--- config.mk ---
export PLATFORM = sky130hd
export DESIGN_NAME = keystate_check
export DESIGN_NICKNAME = d
export VERILOG_FILES = /design/src/rtl/keystate_pkg.sv /design/src/rtl/keystate_fold.sv /design/src/rtl/keystate_check.sv
export SDC_FILE = /design/constraint.sdc
export NUM_CORES = 2
export LEC_CHECK = 0
export ABC_AREA = 0
export BUFFER_PORTS_ARGS = -buffer_cell sky130_fd_sc_hd__buf_4
export CAP_MARGIN = 20
export CELL_PAD_IN_SITES_DETAIL_PLACEMENT = 1
export CELL_PAD_IN_SITES_GLOBAL_PLACEMENT = 1
export CORE_AREA = 8 8 431 433
export CTS_CLUSTER_DIAMETER = 60
export DETAILED_ROUTE_END_ITERATION = 10
export DIE_AREA = 0 0 439 441
export HOLD_SLACK_MARGIN = 0.12
export MAX_ROUTING_LAYER = met4
export PLACE_DENSITY = 0.6
export REMOVE_ABC_BUFFERS = 1
export SYNTH_ARGS = -nofsm -noshare
export SYNTH_HDL_FRONTEND = slang
export SYNTH_HIERARCHICAL = 1
export SYNTH_SLANG_ARGS = --single-unit
--- constraint.sdc ---
create_clock -name clk -period 2.57 [get_ports clk]
set_clock_uncertainty 0.05 [all_clocks]
set_input_delay 0.1285 -clock clk [delete_from_list [all_inputs] [get_ports clk]]
set_output_delay 0.1285 -clock clk [all_outputs]
set_load 0.01 [all_outputs]
--- src/rtl/keystate_pkg.sv ---
// Shared defaults and FSM encoding for the key/state frame checker.
package keystate_pkg;

    localparam int          KS_WORD_W    = 64;
    localparam int          KS_NWORDS    = 16;
    localparam logic [63:0] KS_TAG_CONST = 64'h5555555555555555;

    typedef enum logic {
        S_RECV = 1'b0,
        S_OUT  = 1'b1
    } state_t;

endpackage

--- src/rtl/keystate_fold.sv ---
// XOR fold of incoming state words plus a running word count; clear wins over enable.
module keystate_fold #(
    parameter int WORD_W = 64,
    parameter int CNT_W  = 5
) (
    input  logic              clk,
    input  logic              rst_n,
    input  logic              i_clr,
    input  logic              i_en,
    input  logic [WORD_W-1:0] i_word,
    output logic [WORD_W-1:0] o_acc,
    output logic [CNT_W-1:0]  o_cnt
);

    logic [WORD_W-1:0] r_acc;
    logic [CNT_W-1:0]  r_cnt;

    always_ff @(posedge clk or negedge rst_n) begin
        if (!rst_n) begin
            r_acc <= '0;
            r_cnt <= '0;
        end else if (i_clr) begin
            r_acc <= '0;
            r_cnt <= '0;
        end else if (i_en) begin
            r_acc <= r_acc ^ i_word;
            r_cnt <= r_cnt + 1'b1;
        end
    end

    assign o_acc = r_acc;
    assign o_cnt = r_cnt;

endmodule

--- src/rtl/keystate_check.sv ---
// Receives NWORDS state words plus a tag word, recovers the state and checks the XOR tag.
// Optional error counter enabled by defining KEYSTATE_CHECK_ERRCNT_EN.
module keystate_check
    import keystate_pkg::*;
#(
    parameter int                WORD_W    = KS_WORD_W,
    parameter int                NWORDS    = KS_NWORDS,
    parameter logic [WORD_W-1:0] TAG_CONST = WORD_W'(KS_TAG_CONST)
) (
    input  logic                     clk,
    input  logic                     rst_n,
    input  logic                     in_valid,
    output logic                     in_ready,
    input  logic [WORD_W-1:0]        in_word,
    input  logic                     in_last,
    output logic                     out_valid,
    input  logic                     out_ready,
    output logic [NWORDS*WORD_W-1:0] out_state,
    output logic                     out_match,
    output logic                     frame_err,
    output logic [15:0]              err_cnt
);

    localparam int                CNT_W   = $clog2(NWORDS + 1);
    localparam int                SW      = NWORDS * WORD_W;
    localparam logic [CNT_W-1:0]  TAG_IDX = CNT_W'(NWORDS);

    state_t            r_state;
    state_t            w_state_nxt;
    logic [SW-1:0]     r_state_buf;
    logic [SW-1:0]     w_buf_shift;
    logic              r_match;
    logic              r_frame_err;
    logic [WORD_W-1:0] w_acc;
    logic [CNT_W-1:0]  w_cnt;
    logic              w_in_xfer;
    logic              w_out_xfer;
    logic              w_is_tag;
    logic              w_tag_xfer;
    logic              w_abort;
    logic              w_shift;
    logic              w_match;
    logic              w_fold_clr;

    assign in_ready   = (r_state == S_RECV);
    assign out_valid  = (r_state == S_OUT);
    assign w_in_xfer  = in_valid && in_ready;
    assign w_out_xfer = out_valid && out_ready;
    assign w_is_tag   = (w_cnt == TAG_IDX);
    assign w_tag_xfer = w_in_xfer && w_is_tag;
    assign w_abort    = w_in_xfer && !w_is_tag && in_last;
    assign w_shift    = w_in_xfer && !w_is_tag && !in_last;
    assign w_match    = (in_word == (w_acc ^ TAG_CONST)) && in_last;
    assign w_fold_clr = w_abort || w_out_xfer;

    // Word 0 enters first and ends up in the MSBs after NWORDS shifts.
    assign w_buf_shift = (r_state_buf << WORD_W) | SW'(in_word);

    keystate_fold #(
        .WORD_W (WORD_W),
        .CNT_W  (CNT_W)
    ) u_fold (
        .clk    (clk),
        .rst_n  (rst_n),
        .i_clr  (w_fold_clr),
        .i_en   (w_shift),
        .i_word (in_word),
        .o_acc  (w_acc),
        .o_cnt  (w_cnt)
    );

    always_ff @(posedge clk or negedge rst_n) begin
        if (!rst_n) r_state <= S_RECV;
        else        r_state <= w_state_nxt;
    end

    always_comb begin
        w_state_nxt = r_state;
        case (r_state)
            S_RECV:  if (w_tag_xfer) w_state_nxt = S_OUT;
            S_OUT:   if (out_ready)  w_state_nxt = S_RECV;
            default: w_state_nxt = S_RECV;
        endcase
    end

    // A tag without in_last still delivers the frame, but flagged and unmatched.
    always_ff @(posedge clk or negedge rst_n) begin
        if (!rst_n) begin
            r_state_buf <= '0;
            r_match     <= 1'b0;
            r_frame_err <= 1'b0;
        end else begin
            r_frame_err <= w_abort || (w_tag_xfer && !in_last);
            if (w_shift)    r_state_buf <= w_buf_shift;
            if (w_tag_xfer) r_match     <= w_match;
        end
    end

    assign out_state = r_state_buf;
    assign out_match = r_match;
    assign frame_err = r_frame_err;

`ifdef KEYSTATE_CHECK_ERRCNT_EN
    logic [15:0] r_err_cnt;
    logic        w_err_evt;

    assign w_err_evt = w_abort || (w_tag_xfer && !w_match);

    always_ff @(posedge clk or negedge rst_n) begin
        if (!rst_n)                                 r_err_cnt <= '0;
        else if (w_err_evt && r_err_cnt != 16'hFFFF) r_err_cnt <= r_err_cnt + 16'd1;
    end

    assign err_cnt = r_err_cnt;
`else
    assign err_cnt = 16'h0;
`endif

endmodule

======== After elaboration in Yosys (flattened, before gate mapping) ========
Cells that the tools add are included.
Widths: inputs -> output; s select.
operators by class
  eq/ne operators ......................... 2
  $add $sub $neg .......................... 1
  bitwise logic cells ..................... 4
  muxes and demuxes ....................... 7
  reduce and logical (&&, ||, !) cells .... 13
operators by type and width
  operator             number
  $or 1024x64->1024    1
  $mux 64              2
  $eq 64x64->1         1
  $xor 64x64->64       1
  $not 32->32          1
  $mux 5               2
  $logic_and 1x1->1    8
  $add 5x1->5 const B  1
  $eq 5x5->1 const B   1
  $logic_not 1->1      2
  $logic_or 1x1->1     2
  $mux 1               2
  $pmux 1 s2           1
  $reduce_bool 2->1    1
  $not 1->1            1
word-level totals
  bits of input ports ..................... 69
  output and inout bits ................... 1044
  register bits ........................... 1096
  word-level logic and storage cells ...... 33

======== Depth between registers and ports, before layout ========
  word-level depth ........................ 6
  depth in mapped cells ................... 12
  gate-level depth less buffers ........... 5

======== By module ========
The synthesis kept the hierarchy.
modules (own cells, without submodules)
  module          instances  area an instance (um2)  seq. area each (um2)  cells each
  keystate_check  1          39903.3                 25699.6               2309
  keystate_fold   1          3400.8                  1726.7                300

======== Least setup slack after synthesis ========
No wires, ideal clock.
  kind .................................... register to register
  start ................................... reg u_fold.r_cnt[2], in the netlist u_fold/o_cnt[2]
  end ..................................... reg u_fold.r_cnt[3], in the netlist u_fold/o_cnt[3]
  required time ........................... 2393 ps
  library setup time ...................... 127 ps
  slack ................................... 321 ps
  data arrival time ....................... 2072 ps
  cell stages (with the launch flop) ...... 12
  period minus slack after synthesis ...... 2249 ps
  path buffers ............................ 6
  cells stage by stage .................... dfrtp_1 > nand2b_1 > nor4_4 > nor3_1 > buf_2 > buf_6 > buf_6 > buf_6 > buf_4 > buf_6 > nand4_1 > mux2_1
on the way
  elaborated cells on any way between the ends .. 10
  those cells by class .................... add/sub: 1; eq/ne: 1; mux: 2; reduce/logical: 6
RTL lines
  element                         line                  text
  start: declaration              keystate_fold.sv:16   logic [CNT_W-1:0] r_cnt;
  start signal: assignment        keystate_fold.sv:27   r_cnt <= r_cnt + 1'b1;
  $eq 5x5->1                      keystate_check.sv:49  assign w_is_tag = (w_cnt == TAG_IDX);
  $logic_not 1->1                 keystate_check.sv:52  assign w_shift = w_in_xfer && !w_is_tag && !in_last;
  $logic_and 1x1->1 (2 in a row)  keystate_check.sv:52
  net w_shift                     keystate_check.sv:41  logic w_shift;
  $reduce_bool 2->1 (no line)     --
The timed path passes the listed nets, and every way through them passes these cells. The select of a mux whose other input is x is not followed.
A chain may end at the register's enable or synchronous reset.

======== Worst setup path in the final report ========
  start ................................... reg u_fold.r_cnt[2], in the netlist u_fold/o_cnt[2]
  end ..................................... reg r_state_buf[46], in the netlist out_state[46]
on the way
  word-level cells in the longest chain between the ends .. 4
ends and longest elaborated chain
  element                         line                  text
  $eq 5x5->1                      keystate_check.sv:49
  $logic_not 1->1                 keystate_check.sv:52
  $logic_and 1x1->1 (2 in a row)  keystate_check.sv:52
  end signal: assignment          keystate_check.sv:94  if (w_shift) r_state_buf <= w_buf_shift;
  end: declaration                keystate_check.sv:30  logic [SW-1:0] r_state_buf;
Every way passes these cells.

==> PnR_summary.wiki <==
{| class="wikitable"
! Metric !! Value
|-
| Cell repeated most along the worst path || buf_12
|-
| Xor and xnor fraction of the mapped netlist area || 0.00849
|-
| Horizontal extent of the die || 439 um
|-
| H-tree Lvls || 4
|-
| Count of maximum capacitance violations || 0
|-
| Power share of the combinational group || 0.338
|-
| Fraction of final layout cells sized beyond drive strength 1 || 0.626
|-
| Initial antenna violation count || 13
|-
| Number of synthesized flops with an enable pin || 0
|-
| Highest-count cells in the layout ignoring fill and taps || 1,166 x buf_4, 1,096 x dfrtp_1, 775 x mux2_2, 249 x mux2_4, 141 x clkbuf_16
|-
| Number of placed instances with taps included || 6,046
|-
| Maximum ir drop on the vdd rail || 0.000641 V
|-
| Total vias in the final route || 27,550
|-
| Global-route wire length before repair || 227 mm
|-
| Static leakage || 28.4 nW
|-
| Post-synthesis sequential area ratio || 0.633
|-
| Clock buffers created by TritonCTS || 136
|-
| Post-DP HPWL || 125 mm
|-
| Number of cells in the finished layout apart from fillers || 6,375
|-
| Post-detailed-route wirelength per cell || ~25 um
|-
| Synthesis warning total || 6
|-
| Clock Tree Buf Depth || 3
|-
| CP peak stage delay || 0.55 ns
|-
| Final routed DRC violation total || 0
|-
| Post-route setup slack || 0.124 ns
|-
| Total number of nets in the final design || a little under 4,000
|-
| Register bit count reported by yosys || 1,096
|-
| Endpoint of the worst setup timing path || out_state[46]
|-
| Minimum setup slack after placement || ~0.25 ns
|-
| Startpoint Class || flip-flop
|-
| Final hold violation count || 0
|-
| Critical path class || reg2reg
|-
| Worst reg2reg path startpoint || u_fold/o_cnt[2]
|-
| Signed area change from the synthesized netlist to the final layout || 39.1%
|-
| Routed WL || 161 mm
|-
| Power density over cell area || 1260 nW/um^2
|-
| Clock Root Buffer || clkbuf_16
|-
| Post-Synth Simple-Gate Area || 0.0190
|-
| Critical-path cell with the highest stage delay || dlygate4sd3_1
|-
| Clock group share of total power || 0.253
|-
| Final period demand of the worst path || 2.45 ns
|-
| Reg2reg setup slack || 0.12 ns
|-
| Floorplan die height || 441 um
|-
| Global-route congestion overflow total || 0
|-
| Net switching component of the power || 0.0262 W
|-
| Number of rows in the core area || 156
|-
| Port Buffers || 1,096
|-
| Via count of the first global-routing pass || 29,465
|-
| Routability-driven placement congestion ratio || around 0.86
|-
| Io pins || ~1,100
|-
| ANT nets after route || 0
|-
| Hold WS || between 0.15 and 0.2 ns
|-
| Mapped Area || 43,300 um^2
|-
| Cells on worst reg2reg path || 7
|-
| Iteration count of the initial detailed-routing pass || 4
|-
| Number of clock sinks || 1,096
|-
| Critical path launch point || u_fold/o_cnt[2]
|-
| End of the worst register-to-register path || out_state[46]
|-
| Global router's overall resource usage || 0.164
|-
| Sw frac || 0.345
|-
| Largest family of logic cells by synthesized area || multiplexers
|-
| Mean cell area of the mapped netlist || 16.6 um^2
|-
| Cell-internal power || 0.0497 W
|-
| Die footprint || 194,000 um^2
|-
| Critical Path End Type || flip-flop
|-
| Clk slew on worst S/H paths || 0.06 ns
|-
| Distinct cells, synth || 37
|-
| Synth Area in Adders || 0.000289
|-
| Share of synthesized registers carrying an async set or reset || 1.00
|-
| Fraction of the cycle the final worst path needs || 0.952
|-
| Initial Utilization || 0.242
|-
| Cell area reported after detailed placement || 54,900 um^2
|-
| Total non-filler cell area in the finished layout || 60,300 um^2
|-
| CP cell instances || nand2b_4 -> nor4_4 -> nor3_4 -> buf_12 -> buf_12 -> mux2_2 -> dlygate4sd3_1
|-
| Worst max-slew margin expressed relative to the limit || 0.493
|-
| Cell count after synthesis || 2,609
|-
| Number of design-rule violations left by the first detailed-router iteration || 1,404
|-
| Largest net degree at the start of global routing || 135
|-
| Area occupied by multi-input gates || around 15,000 um^2
|-
| Final max-slew violation count || 0
|-
| Number of vias per cell || roughly 4.3
|-
| HP Class || in2async
|-
| Fraction of synthesized area in multiplexers || 0.289
|-
| Most instantiated flip-flop cell in the synthesis netlist || dfrtp_1
|-
| Arrival time worst endpoint || 3.02 ns
|-
| Status || complete, no violations
|-
| Complex-gate fraction of the synthesized area || 0.0261
|-
| FILL cells || roughly 19,000
|-
| TritonCTS clock tree || yes
|-
| Final setup violating endpoints || 0
|-
| Worst EP required || 3.14 ns
|-
| Most frequent standard cell in the layout excluding fill and tap cells || buf_4
|-
| Clock latency reported for the late side of the worst-skew pair || between 0.7 and 0.8 ns
|-
| Achievable clock frequency || 409 MHz
|-
| Largest fanout on the critical path || 33
|-
| Least-Margin Pin Slew || about 0.76 ns
|-
| Seq pwr share || 0.409
|-
| Sequential Area || 27,400 um^2
|-
| Core ar. || 179,000 um^2
|}
[worst max-delay path: cells and delay by family (launching register included)]
kind	cells	cell delay, ns
buffers and inverters	3	0.87
DFF	1	0.42
muxes	1	0.30
and+or+nand+nor	3	0.64
[flip-flops by register name, summed over array words and instances (netlist names)]
register / cells
out_state: 1024
u_fold/o_acc: 64
u_fold/o_cnt: 5
frame_err: 1
out_match: 1
out_valid: 1
[per-layer routing]
metal  track usage  vias up  part of all wire
met3        0.0399      225             0.053
met5             -        -                 0
met2         0.278      698              0.51
met1         0.193    14778              0.40
met4        0.0484        0             0.028
li1              -    11849                 -
[how the worst min path moves through the flow]
stage | end | cells past startpoint | slack [ns] | startpoint
final | out_state[19] | 3 | 0.17 | rst_n
after global routing | out_state[7] | 3 | 0.12 | in_word[7]
after CTS | out_state[11] | 3 | 0.12 | rst_n
after detailed placement | out_state[272] | 1 | 0.05 | rst_n
after global placement | out_state[342] | 1 | 0.05 | rst_n
after floorplan | frame_err | 0 | -0.22 | rst_n
[synth_stat cells, types with 6 or more instances]
cell / count / area share
dfrtp_1: 1096 / 0.63
xor2_1: 24 / 0.0049
mux2_4: 249 / 0.086
clkbuf_1: 6 / 0.00052
nand2_1: 8 / 0.00069
buf_2: 100 / 0.012
buf_4: 17 / 0.0029
nor2b_1: 7 / 0.0010
mux2_2: 775 / 0.20
nand2b_1: 8 / 0.0012
inv_1: 14 / 0.0012
nand4_1: 13 / 0.0019
a21bo_2: 65 / 0.015
nor2_1: 10 / 0.00087
buf_6: 30 / 0.0078
xnor2_1: 18 / 0.0036
nand3b_1: 65 / 0.011
a21oi_1: 67 / 0.0077
[logic make-up after synthesis]
group / after synthesis
flops: 1096
mux: 1027
buf+inv: 167
compound gates: 151
simple gates: 124
xor+xnor: 42
fa+ha+maj: 1
other cells: 1
[cell type report]
cell class	count	share of cell area
antenna	5	0.000208
clock buffer	199	0.0663
clock inverter	38	0.00799
inverter	14	0.000872
multi-input combinational	1361	0.248
sequential	1096	0.455
tap	2370	0.0492
timing repair buffer	1292	0.172
[power groups by stage]
stage	logic [W]	registers (W)	clock network, W
CTS	0.0262	0.0312	0.0199
detailed placement	0.0260	0.0313	0
global placement	0.0256	0.0311	0
finish	0.0256	0.0311	0.0192
global route	0.0269	0.0320	0.0205
floorplan	0.00628	0.0262	0
[timing repair]
item / 4_1_cts / 5_1_grt
endpoints found under the hold margin: 1312 / 0
gates resized for setup: 0 / 2
buffers inserted: 0 / 0
hold buffers: 88 / 0
endpoints found under the setup margin: 0 / 1
[stage by stage]
step / total power [W] / utilization / setup TNS (ns)
CTS: 0.0772 / 0.336 / 0
finish: 0.0759 / 0.336 / 0
detailed placement: 0.0573 / 0.306 / 0
global route: 0.0794 / 0.336 / -0.00620
floorplan: 0.0324 / - / -
global placement: 0.0567 / 0.306 / 0
No activity file was read; power rests on OpenSTA's default activity.
